===== src/rtl/hazard_sequencer.sv =====
// Pipeline hazard sequencer for the 5-stage core: load-use stalls, redirect flushes
// with a programmable refetch penalty, data-memory wait freezes and saturating perf counters.
module hazard_sequencer #(
  parameter int unsigned FLUSH_CYCLES = 1,
  parameter int unsigned CNT_W        = 16
) (
  input  logic             clock,
  input  logic             reset,
  input  logic [4:0]       ID_rs1,
  input  logic [4:0]       ID_rs2,
  input  logic [6:0]       ID_Opcode,
  input  logic             EX_MemRead,
  input  logic [4:0]       EX_rd,
  input  logic             EX_redirect,
  input  logic             mem_req,
  input  logic             mem_ready,
  output logic             PC_Write,
  output logic             IF_ID_Write,
  output logic             IF_Flush,
  output logic             ID_EX_Write,
  output logic             ID_EX_Flush,
  output logic             EX_MEM_Write,
  output logic             busy,
  output logic [CNT_W-1:0] stall_count,
  output logic [CNT_W-1:0] flush_count
);

  typedef enum logic [1:0] {
    ST_RUN      = 2'd0,
    ST_MEM_WAIT = 2'd1,
    ST_FLUSH    = 2'd2
  } state_e;

  localparam logic [6:0] OP_LUI    = 7'b0110111;
  localparam logic [6:0] OP_AUIPC  = 7'b0010111;
  localparam logic [6:0] OP_JAL    = 7'b1101111;
  localparam logic [6:0] OP_REG    = 7'b0110011;
  localparam logic [6:0] OP_STORE  = 7'b0100011;
  localparam logic [6:0] OP_BRANCH = 7'b1100011;

  localparam logic [3:0]       RELOAD  = 4'(FLUSH_CYCLES - 1);
  localparam logic [CNT_W-1:0] CNT_ONE = CNT_W'(1);
  localparam logic [CNT_W-1:0] CNT_MAX = '1;

  state_e           state_q, state_d;
  logic [3:0]       remaining_q, remaining_d;
  logic [CNT_W-1:0] stall_count_q, stall_count_d;
  logic [CNT_W-1:0] flush_count_q, flush_count_d;

  logic rs1_used, rs2_used, load_use, mem_stall, flush_accept;

  assign rs1_used  = !(ID_Opcode inside {OP_LUI, OP_AUIPC, OP_JAL});
  assign rs2_used  = ID_Opcode inside {OP_REG, OP_STORE, OP_BRANCH};
  assign load_use  = EX_MemRead && (EX_rd != 5'd0) &&
                     ((rs1_used && (EX_rd == ID_rs1)) || (rs2_used && (EX_rd == ID_rs2)));
  assign mem_stall = mem_req && !mem_ready;

  // NOTE: registers use non-blocking assignments so every flop samples pre-edge values.
  always_ff @(posedge clock) begin
    if (reset) begin
      state_q     <= ST_RUN;
      remaining_q <= 4'd0;
    end else begin
      state_q     <= state_d;
      remaining_q <= remaining_d;
    end
  end

  // NOTE: every signal driven here gets a default first, so no path can infer a latch.
  always_comb begin
    state_d      = state_q;
    remaining_d  = remaining_q;
    flush_accept = 1'b0;
    unique case (state_q)
      ST_RUN: begin
        if (mem_stall) begin
          state_d = ST_MEM_WAIT;
        end else if (EX_redirect) begin
          flush_accept = 1'b1;
          if (FLUSH_CYCLES > 1) begin
            state_d     = ST_FLUSH;
            remaining_d = RELOAD;
          end
        end
      end
      ST_MEM_WAIT: begin
        if (!mem_stall) state_d = ST_RUN;
      end
      ST_FLUSH: begin
        // A memory freeze parks the flush sequence without consuming a cycle of it.
        if (mem_stall) begin
          state_d = ST_FLUSH;
        end else if (EX_redirect) begin
          flush_accept = 1'b1;
          remaining_d  = RELOAD;
        end else if (remaining_q == 4'd1) begin
          state_d = ST_RUN;
        end else begin
          remaining_d = remaining_q - 4'd1;
        end
      end
      default: state_d = ST_RUN;
    endcase
  end

  always_comb begin
    PC_Write     = 1'b1;
    IF_ID_Write  = 1'b1;
    IF_Flush     = 1'b0;
    ID_EX_Write  = 1'b1;
    ID_EX_Flush  = 1'b0;
    EX_MEM_Write = 1'b1;
    busy         = 1'b0;
    if (reset) begin
      // Drain NOPs into every stage while the PC is held.
      PC_Write    = 1'b0;
      IF_Flush    = 1'b1;
      ID_EX_Flush = 1'b1;
    end else begin
      busy = (state_q != ST_RUN);
      if (mem_stall) begin
        PC_Write     = 1'b0;
        IF_ID_Write  = 1'b0;
        ID_EX_Write  = 1'b0;
        EX_MEM_Write = 1'b0;
      end else begin
        unique case (state_q)
          ST_RUN: begin
            if (EX_redirect) begin
              IF_Flush    = 1'b1;
              ID_EX_Flush = 1'b1;
            end else if (load_use) begin
              PC_Write    = 1'b0;
              IF_ID_Write = 1'b0;
              ID_EX_Flush = 1'b1;
            end
          end
          ST_FLUSH: begin
            IF_Flush    = 1'b1;
            ID_EX_Flush = 1'b1;
          end
          default: ;
        endcase
      end
    end
  end

  always_comb begin
    stall_count_d = stall_count_q;
    flush_count_d = flush_count_q;
    if (!PC_Write && (stall_count_q != CNT_MAX)) stall_count_d = stall_count_q + CNT_ONE;
    if (flush_accept && (flush_count_q != CNT_MAX)) flush_count_d = flush_count_q + CNT_ONE;
  end

  always_ff @(posedge clock) begin
    if (reset) begin
      stall_count_q <= '0;
      flush_count_q <= '0;
    end else begin
      stall_count_q <= stall_count_d;
      flush_count_q <= flush_count_d;
    end
  end

  assign stall_count = stall_count_q;
  assign flush_count = flush_count_q;

endmodule


===== config.mk =====
export PLATFORM = sky130hd
export DESIGN_NAME = hazard_sequencer
export DESIGN_NICKNAME = d
export VERILOG_FILES = /design/src/rtl/hazard_sequencer.sv
export SDC_FILE = /design/constraint.sdc
export NUM_CORES = 1
export LEC_CHECK = 0
export ABC_CLOCK_PERIOD_IN_PS = 2900
export BUFFER_PORTS_ARGS = -buffer_cell sky130_fd_sc_hd__buf_2
export CAP_MARGIN = 10
export CORE_ASPECT_RATIO = 0.6
export CORE_UTILIZATION = 50
export CTS_CLUSTER_SIZE = 10
export DETAILED_ROUTE_END_ITERATION = 8
export GPL_TIMING_DRIVEN = 0
export PLACE_DENSITY = 0.88
export SLEW_MARGIN = 40
export SYNTH_ARGS = -nofsm -noshare
export SYNTH_HDL_FRONTEND = slang
export SYNTH_SLANG_ARGS = --single-unit

===== constraint.sdc =====
create_clock -name clock -period 2.9 [get_ports clock]
set_input_delay 0.29 -clock clock [delete_from_list [all_inputs] [get_ports clock]]
set_output_delay 0.29 -clock clock [all_outputs]
set_load 0.005 [all_outputs]

Word level (Yosys, flattened, before mapping)
Index checks and enable logic that the tools add are counted.
Storage, ports and cells
  word-level logic and storage cells: 73
  output and inout bits: 39
  flip-flop bits (word level): 38
Operators by class
  equal/unequal tests: 18
  add/subtract/negate cells: 3
  bitwise gates (word level): 1
  multiplexer cells: 28
  reductions and logical operators: 19
Operator list (count)
  adder 16 x 1 -> 16 bit (second input constant): 2
  inequality test 16 bit (second input constant): 2
  equality test 7 x 6 -> 1 bit (second input constant): 3
  2-to-1 mux 1 bit: 18
  equality test 7 bit (second input constant): 2
  equality test 5 bit: 2
  2-to-1 mux 2 bit: 5
  2-to-1 mux 4 bit: 2
  equality test 7 x 5 -> 1 bit (second input constant): 1
  logical AND 1 bit: 7
  inequality test 2 bit (second input constant): 3
  inequality test 3 bit (second input constant): 2
  one-hot mux 2 bit (3 select lines): 1
  nonzero test 3 bit: 2
  nonzero test 5 bit: 1
  equality test 4 x 1 -> 1 bit (second input constant): 1
  one-hot mux 1 bit (2 select lines): 2
  AND reduction 4 bit: 1
  subtractor 4 x 1 -> 4 bit (second input constant): 1
  logical NOT 1 bit: 3
  AND reduction 3 bit: 1
  equality test 2 x 1 -> 1 bit (second input constant): 1
  equality test 2 bit (second input constant): 1
  logical NOT 2 bit: 1
  4 further kinds: 4

Depth between registers and ports, before layout
Gate-level depths: netlist (run 1).
  word-level depth: 13
  gate-level depth with buffers: 8

Least setup slack after synthesis (run 1)
No wires, ideal clock.
  path kind: input -> output
  from: input port EX_rd[1]
  to: output port IF_ID_Write
  setup slack: 0.764 ns
  arrival: 1.846 ns
  stages on the path: 7
  cells stage by stage: or4_1 > o21ai_2 > and4b_4 > nor3_4 > buf_6 > buf_6 > or2_1
On the way
  longest elaborated chain between the ends: 9
  elaborated cells on any way between the ends: 13
RTL lines
  start, declared: RTL line 13  | input logic [4:0] EX_rd,
  equality test 5 bit: RTL line 55  | ((rs1_used && (EX_rd == ID_rs1)) || (rs2_used && (EX_rd == ID_rs2)));
  logical AND 1 bit: RTL line 55
  logical OR 1 bit: RTL line 55
  logical AND 1 bit *: RTL line 54  | assign load_use = EX_MemRead && (EX_rd != 5'd0) &&
  2-to-1 mux 1 bit *: RTL line 132  | end else if (load_use) begin
  2-to-1 mux 1 bit *: RTL line 129  | if (EX_redirect) begin
  2-to-1 mux 1 bit *: RTL line 127  | unique case (state_q)
  2-to-1 mux 1 bit *: RTL line 121  | if (mem_stall) begin
  2-to-1 mux 1 bit *: RTL line 114  | if (reset) begin
  end, declared: RTL line 18  | output logic IF_ID_Write,
Every way passes the cells marked *; elsewhere a longest branch is shown, timed or not.

Worst setup path after layout (run 1)
  from: register state_q[1]
  to: output port IF_ID_Write
On the way
  longest elaborated chain between the ends: 4
RTL lines
  start, declared: RTL line 45  | state_e state_q, state_d;
  start signal, assigned: RTL line 64  | state_q <= state_d;
  logical NOT 2 bit: RTL line 127
  2-to-1 mux 1 bit: RTL line 127
  2-to-1 mux 1 bit: RTL line 121
  2-to-1 mux 1 bit: RTL line 114
No other way between the ends.

==> impl_metrics.py, run 1 <==
metrics = {
    "status": {
        "status": "completed",
    },
    "floorplanning": {
        "core_area_sq_mm": 0.00387,
        "die-area_sq_mm": 0.00454,
        "start_util": 0.551,
        "die_y_um": 52.6,
        "die_x_um": 86.4,
        "floorplan.rows": 17,
        "top_level_ports": 67,
    },
    "worst_setup_path": {
        "crit_required_ns": 2.61,
        "worstSetupPathType": "reg -> out",
        "crit_top_cell": "buf_6",
        "ff2ff_setup_slack_ns": 0.64,
        "crit_path_top_delay_cell": "or3_1",
        "reg2reg_depth": 6,
        "startpoint": "state_q[1]",
        "startpoint_type": "flop",
        "worstReg2RegEnd": "stall_count[15]",
        "worstPathArrival_ns": 2.32,
        "rr_startpoint": "state_q[1]",
        "cp_cell_sequence": "or3_1 -> nor3_1 -> and4b_4 -> nor3_4 -> buf_6 -> buf_6 -> or2_1 -> buf_2",
        "slowest_delay_ns": 0.42,
        "crit_fanout": 10,
        "endpoint_kind": "output port",
    },
    "global_routing": {
        "grt_pass1_wl_mm": 8.83,
        "grt_max_degree": 12,
        "track_usage": 0.252,
        "grt_pass1_vias": 1967,
        "overflow": 0,
        "antenna_found_initial": 0,
    },
    "place": {
        "dpl.hpwl_mm": 4.19,
        "post-place-ws_ns": 0.370,
        "port_buffers": 65,
        "globalplace.congestion": 0.807,
        "post_dp_cell_area_sq_mm": 0.00253,
    },
    "sta": {
        "relSlewSlack": 0.654,
        "tightest_slew_ns": 0.518,
        "finalMaxSlewViolations": 0,
        "rsz0062_at_grt": "no",
        "final_hold_viol_count": 0,
        "setup_viol_count_final": 0,
        "tns_ns": 0,
        "max_freq_mhz": 383,
        "fin_crit_ns": 2.61,
        "finClkSkew_ns": 0.00451,
        "hold_ws_ns": 0.444,
        "worst_slack_ns": 0.292,
        "fin_crit_sh": 0.899,
    },
    "route": {
        "wl_per_cell_um": 14.4,
        "dr.pass1.iters": 5,
        "routed_wl_mm": 5.54,
        "vias": 2159,
        "drt_iter0_markers": 140,
        "drc_errors": 0,
        "vias_per_cell": 5.59,
        "ant_nets": 0,
    },
    "synthesis": {
        "synth-main-ff-cell": "dfxtp_1",
        "synth_edf_count": 0,
        "ys_warn_count": 0,
        "ys_ff_latch": 38,
        "syn_avg_cell_area_sq_um": 8.34,
        "synth_area_sq_mm": 0.00213,
        "synthArstFlopShare": 0,
        "syn-num-nets": 288,
        "synth_cells": 256,
        "synth.distinct_cells": 47,
        "seq_area_frac_synth": 0.356,
    },
    "clocking": {
        "clk_transition_reported_paths_ns": 0.07,
        "clock-sinks": 38,
        "clk-insertion-delay-late_ns": 0.29,
        "tritoncts": "yes",
        "cts_buffers": 5,
        "cts_setup_buffers": 0,
        "cts_resized": 0,
        "root_buffer": "clkbuf_8",
        "ctsHoldBuffers": 0,
        "clockBufferDepth": 2,
        "htreeDepth": 2,
    },
    "worst_hold_path": {
        "hp-class": "in -> reg",
        "min_to": "state_q[1]",
        "worstHoldPathCells": 4,
        "holdCritStartpoint": "mem_ready",
    },
    "layout": {
        "diodes": 0,
        "drive_gt1_frac": 0.252,
        "layout_common_cells": "buf_2, dfxtp_1, nor2_1, xor2_1, nand2_1",
        "fin_nets": 360,
        "layout_commonest_cell": "buf_2",
        "final_area_sq_mm": 0.00262,
        "area_growth_pct": 22.9,
    },
    "pwr": {
        "ir_drop_v": 0.000228,
        "p_leak_nw": 1.10,
        "total_power_mw": 1.02,
        "p_per_area_mw_per_mm2": 390,
    },
    "flow_run": {
        "cap_violations": 0,
    },
}
-- per-layer routing --
metal | GRT usage | part of all wire
met1 | 0.322 | 0.46
met2 | 0.407 | 0.44
met3 | 0.0740 | 0.083
met4 | 0.0889 | 0.015
met5 | 0 | 0
-- cells by family (layout without fill, tap and decap cells) --
family	count (synthesis)	after routing	share of synthesized area
xor+xnor	28	28	0.115
fa+ha+maj	4	4	0.0234
buf+inv	16	89	0.0369
simple gates	132	132	0.336
mux	6	6	0.0322
flops	38	38	0.356
compound gates	32	32	0.0996
-- synth_stat cells, types with 3 or more instances --
cell type   n  area [sq um]
xor2_1     19           166
xnor2_1     9          78.8
o31ai_1     4          30.0
nor2b_1     6          37.5
nor4_1      3          18.8
a21oi_1    10          50.1
nand2_1    18          67.6
ha_1        4          50.1
or4_1       4          30.0
nand2b_1    6          37.5
or3_1       6          37.5
a211oi_1    3          22.5
clkbuf_1    6          22.5
dfxtp_1    38           761
and3_1     10          62.6
nor2_1     37           139
o21ai_1     5          25.0
nor3_1      5          25.0
nand4_1    13          81.3
nand3_1    10          50.1
mux2_1      3          33.8
inv_1       6          22.5
-- report_power, final --
part / switching [mW] / total, mW / internal, mW
clock network: 0.187 / 0.379 / 0.192
registers: 0.00835 / 0.535 / 0.526
logic: 0.0601 / 0.110 / 0.0499
total: 0.255 / 1.02 / 0.768
-- how the worst max path moves through the flow --
stage / end / slack (ns) / cells past startpoint
2_1_floorplan: IF_ID_Write / 0.76 / 7
3_3_place_gp: IF_ID_Write / 0.37 / 9
3_5_place_dp: IF_ID_Write / 0.37 / 9
4_1_cts: IF_ID_Write / 0.31 / 8
5_1_grt: IF_ID_Write / 0.19 / 8
6_report: IF_ID_Write / 0.29 / 8
-- through the flow --
stage,cells,util
floorplan,256,-
global placement,378,0.654
detailed placement,378,0.654
CTS,386,0.677
global route,386,0.677
finish,386,0.677
-- state kept, by name, indices dropped and copies added (netlist names) --
| register | cells |
|---|---|
| remaining_q | 4 |
| state_q | 2 |
| stall_count | 16 |
| flush_count | 16 |
-- final cells by class --
cell class	count	area [sq um]
sequential	38	761
clock inverter	1	5.00
inverter	6	22.5
timing repair buffer	65	325
buffer	10	56.3
fill	338	1250
tap	57	71.3
multi-input combinational	202	1290
clock buffer	7	86.3
-- critical path, delay by kind of cell (launching register included) --
| kind | cells | cell delay (ns) |
|---|---|---|
| simple gates | 5 | 1.22 |
| buf+inv | 3 | 0.44 |
| flops | 1 | 0.37 |
Note: power is estimated with default switching activity, not from simulation.
==> run 2: changes to the inputs <==
--- a/config.mk
+++ b/config.mk
@@ -9,11 +9,12 @@
 export BUFFER_PORTS_ARGS = -buffer_cell sky130_fd_sc_hd__buf_2
 export CAP_MARGIN = 10
 export CORE_ASPECT_RATIO = 0.6
-export CORE_UTILIZATION = 50
+export CORE_MARGIN = 1.5
+export CORE_UTILIZATION = 40
 export CTS_CLUSTER_SIZE = 10
 export DETAILED_ROUTE_END_ITERATION = 8
 export GPL_TIMING_DRIVEN = 0
-export PLACE_DENSITY = 0.88
+export PLACE_DENSITY = 0.75
 export SLEW_MARGIN = 40
 export SYNTH_ARGS = -nofsm -noshare
 export SYNTH_HDL_FRONTEND = slang
==> impl_metrics.py, run 2 (synthesis results as in run 1) <==
metrics = {
    "worst_setup_path": {
        "worstSetupPathType": "reg -> out",
        "critPathBufInv": 3,
        "cp_cell_sequence": "or3_1 -> nor4_2 -> nor3_4 -> buf_6 -> buf_6 -> or2_1 -> buf_2",
        "crit_required_ns": 2.61,
        "startpoint": "state_q[1]",
        "crit_fanout": 10,
        "setup.worst_path.end": "IF_ID_Write",
        "reg2reg_depth": 5,
        "rr_startpoint": "state_q[1]",
        "crit_path_top_delay_cell": "nor4_2",
        "cp.depth": 7,
        "slowest_delay_ns": 0.48,
        "ff2ff_setup_slack_ns": 0.64,
        "startpoint_type": "flop",
        "crit_family": "simple AND/OR/NAND/NOR gates",
        "worstPathArrival_ns": 2.33,
        "worstReg2RegEnd": "stall_count[15]",
        "endpoint_kind": "output port",
        "crit_top_cell": "buf_6",
    },
    "clocking": {
        "tritoncts": "yes",
        "clk_transition_reported_paths_ns": 0.08,
        "ctsHoldBuffers": 0,
        "clockBufferDepth": 2,
        "cts_resized": 0,
        "htreeDepth": 2,
        "root_buffer": "clkbuf_8",
        "cts_buffers": 5,
        "clk-insertion-delay-late_ns": 0.30,
        "cts_setup_buffers": 0,
        "clock-sinks": 38,
    },
    "layout": {
        "multi_input_area_sq_mm": 0.00129,
        "layout_commonest_cell": "buf_2",
        "layout_common_cells": "buf_2, dfxtp_1, nor2_1, xor2_1, nand2_1",
        "area_growth_pct": 25.6,
        "fillers": 515,
        "diodes": 0,
        "final_cells": 395,
        "drive_gt1_frac": 0.255,
        "seq_area_sq_um": 761,
        "fin_nets": 360,
    },
    "status": {
        "status": "completed",
    },
    "sta": {
        "finalMaxSlewViolations": 0,
        "relSlewSlack": 0.635,
        "tns_ns": 0,
        "setup_viol_count_final": 0,
        "fin_crit_ns": 2.62,
        "max_freq_mhz": 382,
        "final_hold_viol_count": 0,
        "finClkSkew_ns": 0.00867,
        "fin_crit_sh": 0.903,
        "rsz0062_at_grt": "no",
        "tightest_slew_ns": 0.547,
    },
    "floorplanning": {
        "die_x_um": 97.3,
        "floorplan.rows": 20,
        "die-area_sq_mm": 0.00580,
        "die_y_um": 59.6,
        "top_level_ports": 67,
        "start_util": 0.418,
        "core_area_sq_mm": 0.00510,
    },
    "worst_hold_path": {
        "hp-class": "in -> reg",
    },
    "route": {
        "drc_errors": 0,
        "wl_per_cell_um": 13.6,
        "ant_nets": 0,
        "drt_iter0_markers": 146,
        "routed_wl_mm": 5.39,
        "dr.pass1.iters": 4,
        "vias": 2098,
        "vias_per_cell": 5.31,
    },
    "global_routing": {
        "antenna_found_initial": 0,
        "grt-busiest-layer": "met2",
        "use_met3": 0.0519,
        "overflow": 0,
        "track_usage": 0.190,
        "gr-usage-met1": 0.260,
        "grt_pass1_vias": 1878,
        "grt_util_met2": 0.299,
        "grt_max_degree": 14,
        "grt_pass1_wl_mm": 8.76,
    },
    "place": {
        "dpl.hpwl_mm": 4.12,
        "dp.cells": 387,
        "globalplace.congestion": 0.823,
        "port_buffers": 65,
    },
    "pwr": {
        "p_per_area_mw_per_mm2": 445,
        "p_leak_nw": 1.12,
        "ir_drop_v": 0.000309,
    },
    "flow_run": {
        "cap_violations": 0,
    },
}
run 2: cell types whose count changed in the layout (fill, tap and decap cells not counted):
cell       previous run  this run
clkinv_4              0         1
bufinv_16             0         2
clkbuf_1              7         6
clkbuf_8              6         5
clkinv_2              1         0
run 2: worst register-to-register path: cells and delay by family, from the launching register on:
kind,cells,cell delay [ns]
mux,1,0.36
simple gates,4,1.42
flops,1,0.37
run 2: worst min path at each step:
stage	from	to	slack, ns	cells past startpoint
2_1_floorplan	state_q[1]	state_q[0]	0.45	1
3_3_place_gp	stall_count[4]	stall_count[4]	0.48	2
3_5_place_dp	stall_count[4]	stall_count[4]	0.49	2
4_1_cts	mem_ready	state_q[1]	0.42	4
5_1_grt	mem_ready	state_q[1]	0.45	4
6_report	mem_ready	state_q[1]	0.42	4
run 2: metrics by stage:
step	hold WS (ns)	area (sq um)	setup slack, ns	total power [mW]	utilization
after CTS	0.416	2680	0.276	1.20	0.525
final	0.418	2680	0.281	1.19	0.525
after floorplan	0.446	2130	0.764	0.607	-
after global routing	0.451	2680	0.182	1.23	0.525
after global placement	0.479	2540	0.365	0.653	0.498
after detailed placement	0.487	2540	0.341	0.656	0.498
run 2: layout make-up:
class                      count  area share
multi-input combinational    202       0.483
timing repair buffer          65       0.121
buffer                        10      0.0210
inverter                       6     0.00840
clock buffer                   5      0.0257
tap                           66      0.0308
sequential                    38       0.284
clock inverter                 3      0.0257
run 2: report_power, final:
part	internal [mW]	total [mW]	switching [mW]
clock	0.345	0.549	0.204
combinational	0.0499	0.109	0.0595
sequential	0.526	0.534	0.00810
total	0.921	1.19	0.272
run 2: layer usage:
metal,routed length (um),up-vias
li1,-,1054
met1,2630,964
met2,2290,75
met3,422,5
met4,42,0
met5,0,-
==> run 3: changes to the inputs <==
--- a/config.mk
+++ b/config.mk
@@ -15,6 +15,7 @@
 export DETAILED_ROUTE_END_ITERATION = 8
 export GPL_TIMING_DRIVEN = 0
 export PLACE_DENSITY = 0.75
+export SETUP_SLACK_MARGIN = 0.3
 export SLEW_MARGIN = 40
 export SYNTH_ARGS = -nofsm -noshare
 export SYNTH_HDL_FRONTEND = slang
==> impl_metrics.py, run 3 (synthesis results as in run 1) <==
metrics = {
    "layout": {
        "layout_common_cells": "buf_2, nor2_1, dfxtp_1, xor2_1, nand2_1",
        "area_growth_pct": 26.8,
        "layout_commonest_cell": "buf_2",
        "diodes": 0,
        "drive_gt1_frac": 0.267,
        "fin_nets": 361,
    },
    "clocking": {
        "htreeDepth": 2,
        "clockBufferDepth": 2,
        "clk-insertion-delay-late_ns": 0.30,
        "ctsHoldBuffers": 0,
        "cts_buffers": 5,
        "clock-sinks": 38,
        "tritoncts": "yes",
        "clk_transition_reported_paths_ns": 0.07,
        "root_buffer": "clkbuf_8",
    },
    "worst_hold_path": {
        "hp-class": "in -> reg",
    },
    "route": {
        "drt_iter0_markers": 141,
        "wl_per_cell_um": 13.6,
        "drc_errors": 0,
        "vias": 2103,
        "dr.pass1.iters": 4,
        "vias_per_cell": 5.31,
        "ant_nets": 0,
        "routed_wl_mm": 5.37,
    },
    "sta": {
        "fin_crit_sh": 0.860,
        "tns_ns": 0,
        "final_hold_viol_count": 0,
        "fin_crit_ns": 2.49,
        "relSlewSlack": 0.629,
        "hold_ws_ns": 0.412,
        "setup_viol_count_final": 0,
        "rsz0062_at_grt": "no",
        "finalMaxSlewViolations": 0,
        "max_freq_mhz": 401,
        "worst_slack_ns": 0.407,
        "tightest_slew_ns": 0.556,
        "finClkSkew_ns": 0.0120,
    },
    "floorplanning": {
        "die_y_um": 59.6,
        "floorplan.rows": 20,
        "core_area_sq_mm": 0.00510,
        "die_x_um": 97.3,
        "start_util": 0.418,
        "top_level_ports": 67,
        "die-area_sq_mm": 0.00580,
    },
    "global_routing": {
        "grt_pass1_vias": 1878,
        "overflow": 0,
        "antenna_found_initial": 0,
        "track_usage": 0.191,
        "grt_max_degree": 14,
        "grt_pass1_wl_mm": 8.77,
    },
    "worst_setup_path": {
        "crit_required_ns": 2.61,
        "worstPathArrival_ns": 2.20,
        "worstSetupPathType": "reg -> out",
        "crit_fanout": 10,
        "endpoint_kind": "output port",
        "startpoint_type": "flop",
    },
    "status": {
        "status": "completed",
    },
    "place": {
        "port_buffers": 65,
        "dpl.hpwl_mm": 4.12,
        "post-place-ws_ns": 0.341,
        "globalplace.congestion": 0.823,
    },
    "pwr": {
        "ir_drop_v": 0.000307,
        "p_per_area_mw_per_mm2": 440,
        "p_leak_nw": 1.13,
    },
    "flow_run": {
        "cap_violations": 0,
    },
}
[run 3: metrics by stage]
stage	utilization	power, mW	std cells	area, sq um
floorplan	-	0.607	256	2130
global placement	0.498	0.653	387	2540
detailed placement	0.498	0.656	387	2540
CTS	0.528	1.20	395	2690
global route	0.530	1.23	396	2710
finish	0.530	1.19	396	2710
[run 3: layout make-up]
type | instances | area, sq um
Fill cell | 508 | 2400
Multi-Input combinational cell | 202 | 1310
Sequential cell | 38 | 762
Timing Repair Buffer | 66 | 333
Tap cell | 66 | 82.6
Clock buffer | 5 | 68.8
Clock inverter | 3 | 68.8
Buffer | 10 | 56.3
Inverter | 6 | 22.5
[run 3: critical path, stage by stage, from the launching register on]
cell,delay (ns)
dfxtp_2,0.35
or3_4,0.41
nor3_2,0.17
and4b_4,0.29
nor3_4,0.06
buf_6,0.17
buf_6,0.14
or2_1,0.20
buf_2,0.12
[run 3: final timing paths]
path              startpoint              end  slack (ns)  cells after the start
hold reg to reg   state_q[1]       state_q[0]        0.48                      1
setup reg to reg  state_q[1]  stall_count[15]        0.60                      7
setup / recovery  state_q[1]      IF_ID_Write        0.41                      8
hold / removal     mem_ready       state_q[1]        0.41                      4
[run 3: power by group]
group	switching [mW]	total, mW	internal (mW)
clock network	0.200	0.545	0.345
registers	0.00797	0.534	0.526
logic	0.0611	0.113	0.0520
[run 3: layer usage]
layer | up-vias | share of wire | track usage
met2 | 84 | 0.42 | 0.299
met4 | 0 | 0.0078 | 0.0571
met1 | 957 | 0.48 | 0.260
li1 | 1057 | - | -
met5 | - | 0 | 0
met3 | 5 | 0.089 | 0.0519
[run 3: repair_timing]
item / 4_1_cts / 5_1_grt
setup buffers: 0 / 1
endpoints found under the setup margin: 1 / 1
pin swaps: 1 / 1
resized for setup: 2 / 2
